<file path="src/rtl/sub_wb_pkg.sv">
// Shared constants and types for the subtractor writeback stage.
// Flag bit positions, entry width and the occupancy type.
package sub_wb_pkg;

  localparam int WB_N      = 16;
  localparam int WB_ADDR_W = 3;

  localparam int FLAG_Z = 0;
  localparam int FLAG_N = 1;
  localparam int FLAG_C = 2;
  localparam int FLAG_V = 3;
  localparam int FLAG_W = 4;

  localparam int ENTRY_W = WB_N + WB_ADDR_W + 5;

  typedef logic [1:0] occ_t;

  // Entry layout: {diff, rd, flag_we, v, c, n, z}
  function automatic int entry_width(input int n, input int aw);
    return n + aw + 5;
  endfunction

endpackage

</file>
<file path="src/rtl/sub_writeback_stage_if.sv">
// Upstream result handshake plus register-file write port.
// The stage takes the slave view, its environment the master view.
interface sub_writeback_stage_if
  import sub_wb_pkg::*;
#(
  parameter int N      = WB_N,
  parameter int ADDR_W = WB_ADDR_W
);

  logic              in_valid;
  logic              in_ready;
  logic [N-1:0]      in_diff;
  logic              in_bo;
  logic              in_a_msb;
  logic              in_b_msb;
  logic [ADDR_W-1:0] in_rd;
  logic              in_flag_we;

  logic              rf_we;
  logic [ADDR_W-1:0] rf_waddr;
  logic [N-1:0]      rf_wdata;
  logic              rf_ready;

  modport master (
    output in_valid, in_diff, in_bo,
    output in_a_msb, in_b_msb,
    output in_rd, in_flag_we,
    input  in_ready,
    input  rf_we, rf_waddr, rf_wdata,
    output rf_ready
  );

  modport slave (
    input  in_valid, in_diff, in_bo,
    input  in_a_msb, in_b_msb,
    input  in_rd, in_flag_we,
    output in_ready,
    output rf_we, rf_waddr, rf_wdata,
    input  rf_ready
  );

endinterface

</file>
<file path="src/rtl/sub_wb_fifo.sv">
// Two-entry result buffer with 1-bit wrapping pointers.
// Push is ignored when full, pop is ignored when empty.
module sub_wb_fifo
  import sub_wb_pkg::*;
#(
  parameter int W = ENTRY_W
) (
  input  logic         clk,
  input  logic         rst,
  input  logic         push,
  input  logic         pop,
  input  logic [W-1:0] wdata,
  output logic [W-1:0] rdata,
  output logic         full,
  output logic         empty,
  output occ_t         occ
);

  logic [W-1:0] mem_q [2];
  logic [W-1:0] mem_d [2];
  logic         wr_q, wr_d;
  logic         rd_q, rd_d;
  occ_t         occ_q, occ_d;
  logic         do_push;
  logic         do_pop;

  assign full  = (occ_q == 2'd2);
  assign empty = (occ_q == 2'd0);
  assign occ   = occ_q;
  assign rdata = mem_q[rd_q];

  assign do_push = push & ~full;
  assign do_pop  = pop & ~empty;

  always_comb begin
    mem_d = mem_q;
    wr_d  = wr_q;
    rd_d  = rd_q;
    occ_d = occ_q;
    if (do_push) begin
      mem_d[wr_q] = wdata;
      wr_d        = ~wr_q;
    end
    if (do_pop) begin
      rd_d = ~rd_q;
    end
    unique case (1'b1)
      do_push & ~do_pop: occ_d = occ_q + 2'd1;
      do_pop & ~do_push: occ_d = occ_q - 2'd1;
      default:           occ_d = occ_q;
    endcase
  end

  always_ff @(posedge clk or posedge rst) begin
    if (rst) begin
      mem_q[0] <= '0;
      mem_q[1] <= '0;
      wr_q     <= 1'b0;
      rd_q     <= 1'b0;
      occ_q    <= 2'd0;
    end else begin
      mem_q <= mem_d;
      wr_q  <= wr_d;
      rd_q  <= rd_d;
      occ_q <= occ_d;
    end
  end

endmodule

</file>
<file path="src/rtl/sub_writeback_stage.sv">
// Writeback stage behind the 16-bit subtractor: buffers results,
// drains them to the register file and retires Z/N/C/V flags.
module sub_writeback_stage
  import sub_wb_pkg::*;
#(
  parameter int N      = WB_N,
  parameter int ADDR_W = WB_ADDR_W,
  parameter int DEPTH  = 2
) (
  input  logic                  clk,
  input  logic                  rst,
  sub_writeback_stage_if.slave  bus,
  output logic                  flag_z,
  output logic                  flag_n,
  output logic                  flag_c,
  output logic                  flag_v,
  output occ_t                  occupancy
);

  localparam int EW = entry_width(N, ADDR_W);

  if (DEPTH != 2) begin : g_depth_chk
    $error("sub_writeback_stage supports DEPTH=2 only");
  end

  logic [FLAG_W-1:0] flags_in;
  logic [EW-1:0]     entry_in;
  logic [EW-1:0]     head;
  logic              full;
  logic              empty;
  logic              push;
  logic              retire;

  logic [FLAG_W-1:0] head_flags;
  logic              head_fwe;
  logic [ADDR_W-1:0] head_rd;
  logic [N-1:0]      head_diff;

  logic [FLAG_W-1:0] flags_q, flags_d;
  logic [ADDR_W-1:0] waddr_q, waddr_d;
  logic [N-1:0]      wdata_q, wdata_d;

  always_comb begin
    flags_in         = '0;
    flags_in[FLAG_Z] = (bus.in_diff == '0);
    flags_in[FLAG_N] = bus.in_diff[N-1];
    flags_in[FLAG_C] = bus.in_bo;
    flags_in[FLAG_V] = (bus.in_a_msb ^ bus.in_b_msb)
                     & (bus.in_a_msb ^ bus.in_diff[N-1]);
  end

  assign entry_in = {bus.in_diff, bus.in_rd,
                     bus.in_flag_we, flags_in};

  assign head_flags = head[FLAG_W-1:0];
  assign head_fwe   = head[FLAG_W];
  assign head_rd    = head[ADDR_W+FLAG_W:FLAG_W+1];
  assign head_diff  = head[EW-1:ADDR_W+FLAG_W+1];

  // rst gates ready so nothing is taken while reset is held
  assign bus.in_ready = ~rst & ~full;
  assign push         = bus.in_valid & bus.in_ready;

  // r0 writes are discarded, so they retire without the RF
  assign retire = ~empty
                & ((head_rd == '0) | bus.rf_ready);

  sub_wb_fifo #(
    .W (EW)
  ) u_fifo (
    .clk   (clk),
    .rst   (rst),
    .push  (push),
    .pop   (retire),
    .wdata (entry_in),
    .rdata (head),
    .full  (full),
    .empty (empty),
    .occ   (occupancy)
  );

  always_comb begin
    flags_d = flags_q;
    waddr_d = waddr_q;
    wdata_d = wdata_q;
    if (retire & head_fwe) begin
      flags_d = head_flags;
    end
    if (~empty) begin
      waddr_d = head_rd;
      wdata_d = head_diff;
    end
  end

  always_ff @(posedge clk or posedge rst) begin
    if (rst) begin
      flags_q <= '0;
      waddr_q <= '0;
      wdata_q <= '0;
    end else begin
      flags_q <= flags_d;
      waddr_q <= waddr_d;
      wdata_q <= wdata_d;
    end
  end

  // Address/data hold the last head while the buffer is empty
  assign bus.rf_we    = ~empty & (head_rd != '0);
  assign bus.rf_waddr = empty ? waddr_q : head_rd;
  assign bus.rf_wdata = empty ? wdata_q : head_diff;

  assign flag_z = flags_q[FLAG_Z];
  assign flag_n = flags_q[FLAG_N];
  assign flag_c = flags_q[FLAG_C];
  assign flag_v = flags_q[FLAG_V];

endmodule
</file>
<file path="src/flat_wrapper.sv">
// flat-port wrapper written by rule: the top's interface ports become plain ports
module sub_writeback_stage_flat import sub_wb_pkg::*;
#(
  parameter int N      = WB_N,
  parameter int ADDR_W = WB_ADDR_W,
  parameter int DEPTH  = 2
)
  (clk, rst, flag_z, flag_n, flag_c, flag_v, occupancy, bus_in_valid, bus_in_diff, bus_in_bo, bus_in_a_msb, bus_in_b_msb, bus_in_rd, bus_in_flag_we, bus_in_ready, bus_rf_we, bus_rf_waddr, bus_rf_wdata, bus_rf_ready);
  sub_writeback_stage_if #(.N(N), .ADDR_W(ADDR_W)) bus_i ();
  input  logic clk;
  input  logic rst;
  output logic flag_z;
  output logic flag_n;
  output logic flag_c;
  output logic flag_v;
  output occ_t occupancy;
  input wire logic [$bits(bus_i.in_valid)-1:0] bus_in_valid;
  input wire logic [$bits(bus_i.in_diff)-1:0] bus_in_diff;
  input wire logic [$bits(bus_i.in_bo)-1:0] bus_in_bo;
  input wire logic [$bits(bus_i.in_a_msb)-1:0] bus_in_a_msb;
  input wire logic [$bits(bus_i.in_b_msb)-1:0] bus_in_b_msb;
  input wire logic [$bits(bus_i.in_rd)-1:0] bus_in_rd;
  input wire logic [$bits(bus_i.in_flag_we)-1:0] bus_in_flag_we;
  output wire logic [$bits(bus_i.in_ready)-1:0] bus_in_ready;
  output wire logic [$bits(bus_i.rf_we)-1:0] bus_rf_we;
  output wire logic [$bits(bus_i.rf_waddr)-1:0] bus_rf_waddr;
  output wire logic [$bits(bus_i.rf_wdata)-1:0] bus_rf_wdata;
  input wire logic [$bits(bus_i.rf_ready)-1:0] bus_rf_ready;
  assign bus_i.in_valid = bus_in_valid;
  assign bus_i.in_diff = bus_in_diff;
  assign bus_i.in_bo = bus_in_bo;
  assign bus_i.in_a_msb = bus_in_a_msb;
  assign bus_i.in_b_msb = bus_in_b_msb;
  assign bus_i.in_rd = bus_in_rd;
  assign bus_i.in_flag_we = bus_in_flag_we;
  assign bus_in_ready = bus_i.in_ready;
  assign bus_rf_we = bus_i.rf_we;
  assign bus_rf_waddr = bus_i.rf_waddr;
  assign bus_rf_wdata = bus_i.rf_wdata;
  assign bus_i.rf_ready = bus_rf_ready;
  sub_writeback_stage #(.N(N), .ADDR_W(ADDR_W), .DEPTH(DEPTH)) u_core (.clk(clk), .rst(rst), .bus(bus_i), .flag_z(flag_z), .flag_n(flag_n), .flag_c(flag_c), .flag_v(flag_v), .occupancy(occupancy));
endmodule
</file>
<file path="config.mk">
export PLATFORM = sky130hd
export DESIGN_NAME = sub_writeback_stage_flat
export DESIGN_NICKNAME = d
export VERILOG_FILES = /design/src/rtl/sub_wb_pkg.sv /design/src/rtl/sub_writeback_stage_if.sv /design/src/rtl/sub_wb_fifo.sv /design/src/rtl/sub_writeback_stage.sv /design/src/flat_wrapper.sv
export SDC_FILE = /design/constraint.sdc
export NUM_CORES = 1
export LEC_CHECK = 0
export CORE_UTILIZATION = 45
export CTS_CLUSTER_SIZE = 8
export DETAILED_ROUTE_END_ITERATION = 16
export MAX_ROUTING_LAYER = met4
export PLACE_DENSITY = 0.69
export SLEW_MARGIN = 10
export SYNTH_ARGS = -nofsm -noshare
export SYNTH_HDL_FRONTEND = slang
export SYNTH_SLANG_ARGS = --single-unit
</file>
<file path="constraint.sdc">
create_clock -name clk -period 3.75 [get_ports clk]
set_input_delay 0.75 -clock clk [delete_from_list [all_inputs] [get_ports clk]]
set_output_delay 0.75 -clock clk [all_outputs]
set_load 0.02 [all_outputs]
</file>
After elaboration in Yosys (flattened, before gate mapping) --
Index checks and enable logic that the tools add are counted.
Word-level totals: register bits after elaboration 75, input bits 27, output and inout bits 27, word-level logic and storage cells 51
Cells by class: add/sub/neg operators 2, order comparisons 3, equality and inequality tests 1, muxes and demuxes 9, bitwise logic cells 22, reductions and logical operators 6
Operators with widths (count):
- two-way mux 24 bit | 4
- bitwise mux 48 bit | 1
- demux 24 bit (select 1 bit) | 1
- logical NOT 16 bit | 1
- two-way mux 16 bit | 1
- bitwise AND 1 bit | 10
- NOT 1 bit | 7
- >= comparator 2 bit, second input constant | 2
- NOT 1 -> 2 bit | 2
- one-hot mux 2 bit (2 select lines) | 1
- logical NOT 3 bit | 1
- two-way mux 3 bit | 1
- nonzero test 3 bit | 1
- adder 2 x 1 -> 2 bit, second input constant | 1
- equality test 2 bit, second input constant | 1
- logical NOT 2 bit | 1
- < comparator 2 x 1 -> 1 bit, second input constant | 1
- nonzero test 2 bit | 1
- subtractor 2 x 1 -> 2 bit, second input constant | 1
- XOR 1 bit | 2
- logical AND 1 bit | 1
- bitwise OR 1 bit | 1

Logic depth before layout (Yosys ltp) --
depth in word-level cells 11, gate-level depth with buffers 8, depth with buffers taken out 7

Hierarchy --
A second synthesis with hierarchy kept.
Unflattened totals: cell total of the unflattened synthesis 213, area total of the unflattened synthesis 3363.2 um2
Modules (own cells, without submodules):
- sub_wb_fifo | times used 1, cells an instance 147, area each 2388.5 um2, seq. area each 1301.2 um2
- sub_writeback_stage | times used 1, cells an instance 66, area each 974.7 um2, seq. area each 575.6 um2

Worst setup path after synthesis --
Ideal clock, no wire load.
path kind in2out, start input port rst, end output port bus_in_ready, data arrival time 2817 ps, data required time 3000 ps, slack 183 ps, stages 2, path buffers 0, cells stage by stage inv_1 > and2_2
On the way: longest elaborated chain between the ends 2
Ends and longest elaborated chain:
- from (decl) | line flat_wrapper.sv:11 | input logic rst;
- NOT 1 bit | line sub_writeback_stage.sv:61 | assign bus.in_ready = ~rst & ~full;
- bitwise AND 1 bit | line sub_writeback_stage.sv:61
- to (decl) | line flat_wrapper.sv:24 | output wire logic [$bits(bus_i.in_ready)-1:0] bus_in_ready;
Every way passes these cells.

Final worst setup path --
start register u_core.u_fifo.rd_q, end output port bus_rf_wdata[2]
On the way: longest elaborated chain between the ends 5
Ends and longest elaborated chain:
- from (decl) | line sub_wb_fifo.sv:22 | logic rd_q, rd_d;
- from (signal assigned) | line sub_wb_fifo.sv:64 | rd_q <= rd_d;
- NOT 1 -> 2 bit (not written as such) | line sub_wb_fifo.sv:30 | assign rdata = mem_q[rd_q];
- two-way mux 24 bit (not written as such) (3 in a row) | line sub_wb_fifo.sv:30
- two-way mux 16 bit | line sub_writeback_stage.sv:110 | assign bus.rf_wdata = empty ? wdata_q : head_diff;
- to (decl) | line flat_wrapper.sv:27 | output wire logic [$bits(bus_i.rf_wdata)-1:0] bus_rf_wdata;
Every way passes these cells. The select of a mux whose other input is x is not followed.

==> results.md <==
* Run status: finished, final reports clean
* Clk pin slew, worst setup/hold paths at 70 ps
* Crit path DAT at 2420 ps
* CTS buffer count at 9
* Crit Path Class: flop to primary output
* Core ar. at 6910 um2
* Synth Cell Area at 3260 um2
* Clk sinks at 73
* Total wire length at roughly 6.4 mm
* Fillers at approximately 600
* Worst slew pin tran at 734 ps
* Post-route ant nets at 0
* Hold Buf Count CTS at 0
* First-pass GRT wire length at 10.7 mm
* CP Cell Sequence: buf_4 -> mux2i_1 -> o21ai_0 -> clkdlybuf4s50_1
* CP Buf/Inv Count at 2
* GP Congestion at approximately 0.75
* Synthesis Warnings at 0
* Die Wd at 87.1 um
* Largest delay share family, worst path: buffers and inverters
* Slew Limit Fails at 0
* GRT Total Usage at 19.8%
* Setup TNS at 0 ps
* Clock latency on the worst-skew pair at 340 ps
* Hold path endpoint: u_core.wdata_q[14]
* DRT Pass-1 Iters at 4
* Via count at roughly 2,000
* CTS Buffer Depth at 2
* R2R Path Start: u_core.u_fifo.rd_q
* Rows at 30
* Hold Crit Start: u_core.wdata_q[14]
* Vias per inst at 5.13
* DR WL/cell at 16.3 um
* Multi-input gate area at roughly 1300 um2
* Seq/Total Area, Yosys at 56.1%
* Gr ovfl total at 0
* Worst min path class: flop to flop
* Vias in the first global route at 2,164
* DRT iter0 DRCs at 94
* Layout cell share with drive strength beyond 1 at 27.5%
* Required time worst endpoint at 3000 ps
* Power per cell area at just under 1000 nW/um2
* Critical Path End Type: primary output
* Slew margin rel. at 51.1%
* Initial antenna violation count at 0
* Post-DP HPWL at between 4 and 5 mm
* Startpoint type of the worst setup path: flop
* Post-Route Skew at 8.68 ps
* CP max stage delay at 670 ps
* DRC at 0
* Crit path time final at 3170 ps
* Hold Path Stages at 2
* Nets at 318
* Worst R2R Path Depth at 4
* Post-synthesis register bit count at 73
* Worst R2R Setup Slack at approximately 1800 ps
* Max cap viols at 0
* Syn_nets at between 200 and 300
* Setup Buffers After CTS at 0
* Initial core utilization at 47.1%
* Die area at 7580 um2
* Period utilization at between 80% and 90%
* TritonCTS clock tree: done
* Max Fclk at between 300 and 400 MHz
* CTS root buf: clkbuf_8
* Syn_area_per_cell at around 14 um2
* Final Setup Violations at 0
* P&R area growth vs syn at 24.3%
* Placed cells at 375
* Die H at slightly below 90 um
* # port buffers at 53
* Post-CTS Resized at 0
* Unrepaired setup endpoints after global routing: no
* Commonest non-fill, non-tap cell in the layout: dfrtp_1
* Critical Path Slowest Stage Cell: clkdlybuf4s50_1
* # H-tree levels at 3
* Pin count of the biggest net entering global routing at 59
* Worst vdd rail ir drop at 0.540 mV
* Crit path max fanout at 21
* Leak Pwr at 1.75 nW
* Antenna diode count at 0
* Final Hold Fails at 0
* Most frequent cells in the layout: 73 x dfrtp_1, 53 x clkdlybuf4s50_1, 33 x mux2_2
* Synth cell types at 30
* Boundary Pins at 54
* Syn Inst Count at roughly 230
* FF+latch area at 1830 um2
* R2R Path End: u_core.flags_q[1]
* Fin cells at 391
==> flip-flops by register name, summed over array words and instances (netlist names) <==
signal / cells
u_core.flags_q: 4
u_core.u_fifo.mem_q: 46
u_core.u_fifo.occ: 2
u_core.u_fifo.rd_q: 1
u_core.u_fifo.wr_q: 1
u_core.waddr_q: 3
u_core.wdata_q: 16
==> routing by layer <==
metal	share of wire, %	track usage (%)	vias up
li1	-	-	940
met1	49	27.2	1013
met4	1.4	6.82	0
met5	0	-	-
met3	3.8	4.55	8
met2	46	29.0	46
==> how the worst max path moves through the flow <==
stage | startpoint | endpoint | slack [ps] | cells past startpoint
2_1_floorplan | rst | bus_in_ready | 180 | 2
3_3_place_gp | rst | bus_in_ready | 840 | 4
4_1_cts | u_core.u_fifo.rd_q | bus_rf_wdata[2] | 540 | 4
5_1_grt | u_core.u_fifo.rd_q | bus_rf_wdata[15] | 410 | 5
3_5_place_dp | rst | bus_in_ready | 820 | 4
6_report | u_core.u_fifo.rd_q | bus_rf_wdata[2] | 580 | 4
==> stage by stage <==
stage / utilization, % / setup WS, ps / hold WS [ps] / instance area (um2) / power (mW)
after floorplan: - / 183 / 474 / 3260 / 2.64
after global placement: 55.9 / 840 / 475 / 3860 / 3.30
after detailed placement: 55.9 / 824 / 481 / 3860 / 3.33
after CTS: 58.6 / 543 / 500 / 4050 / 3.95
after global routing: 58.6 / 412 / 523 / 4050 / 4.17
final: 58.6 / 576 / 495 / 4050 / 3.91
==> cells by family after synthesis <==
group | synth area share, %
AOI/OAI and AO/OA | 4.30
DFF | 56.1
xor gates and xnor gates | 1.08
buffers and inverters | 3.38
adders and majority gates | 0.384
muxes | 26.6
and+or+nand+nor | 8.11
==> synthesized netlist by cell type (all sizes together) <==
cell type  number  area (um2)
nor4b           1        23.8
and4b           1        10.0
o21a            1        7.51
clkbuf          3        11.3
inv             3        11.3
xnor2           3        26.3
o311ai          1        26.3
mux2i          21         210
xor2            1        8.76
ha              1        12.5
nand2b          2        20.0
nor4            5        46.3
and2            1        7.51
or2             1        6.26
nor2            6        22.5
dfrtp          73        1830
nand4           2        27.5
nor3            4        20.0
o21ai          20         100
mux2           52         657
nand3           1        5.00
buf             9        87.6
o22ai           1        6.26
nand2          20        75.1
==> power breakdown <==
part           internal [mW]  total [mW]  switching (mW)
combinational          0.994        1.89           0.894
clock                  0.304       0.592           0.288
sequential              1.18        1.43           0.244
total                   2.48        3.91            1.43
==> tightest hold or removal path, cell delays in order, from the launching register on <==
cell	delay [ps]
dfrtp_1	320
nand2_1	40
o21ai_0	90
==> layout make-up <==
cell class | count | share of cell area, %
flip-flops and latches | 73 | 45.1
multi-input cells | 145 | 32.7
repair buffers | 58 | 14.3
clock buffers | 10 | 3.15
well taps | 96 | 2.97
clock inverters | 6 | 1.45
inverters | 3 | 0.278
Note: power is estimated with default switching activity, not from simulation.
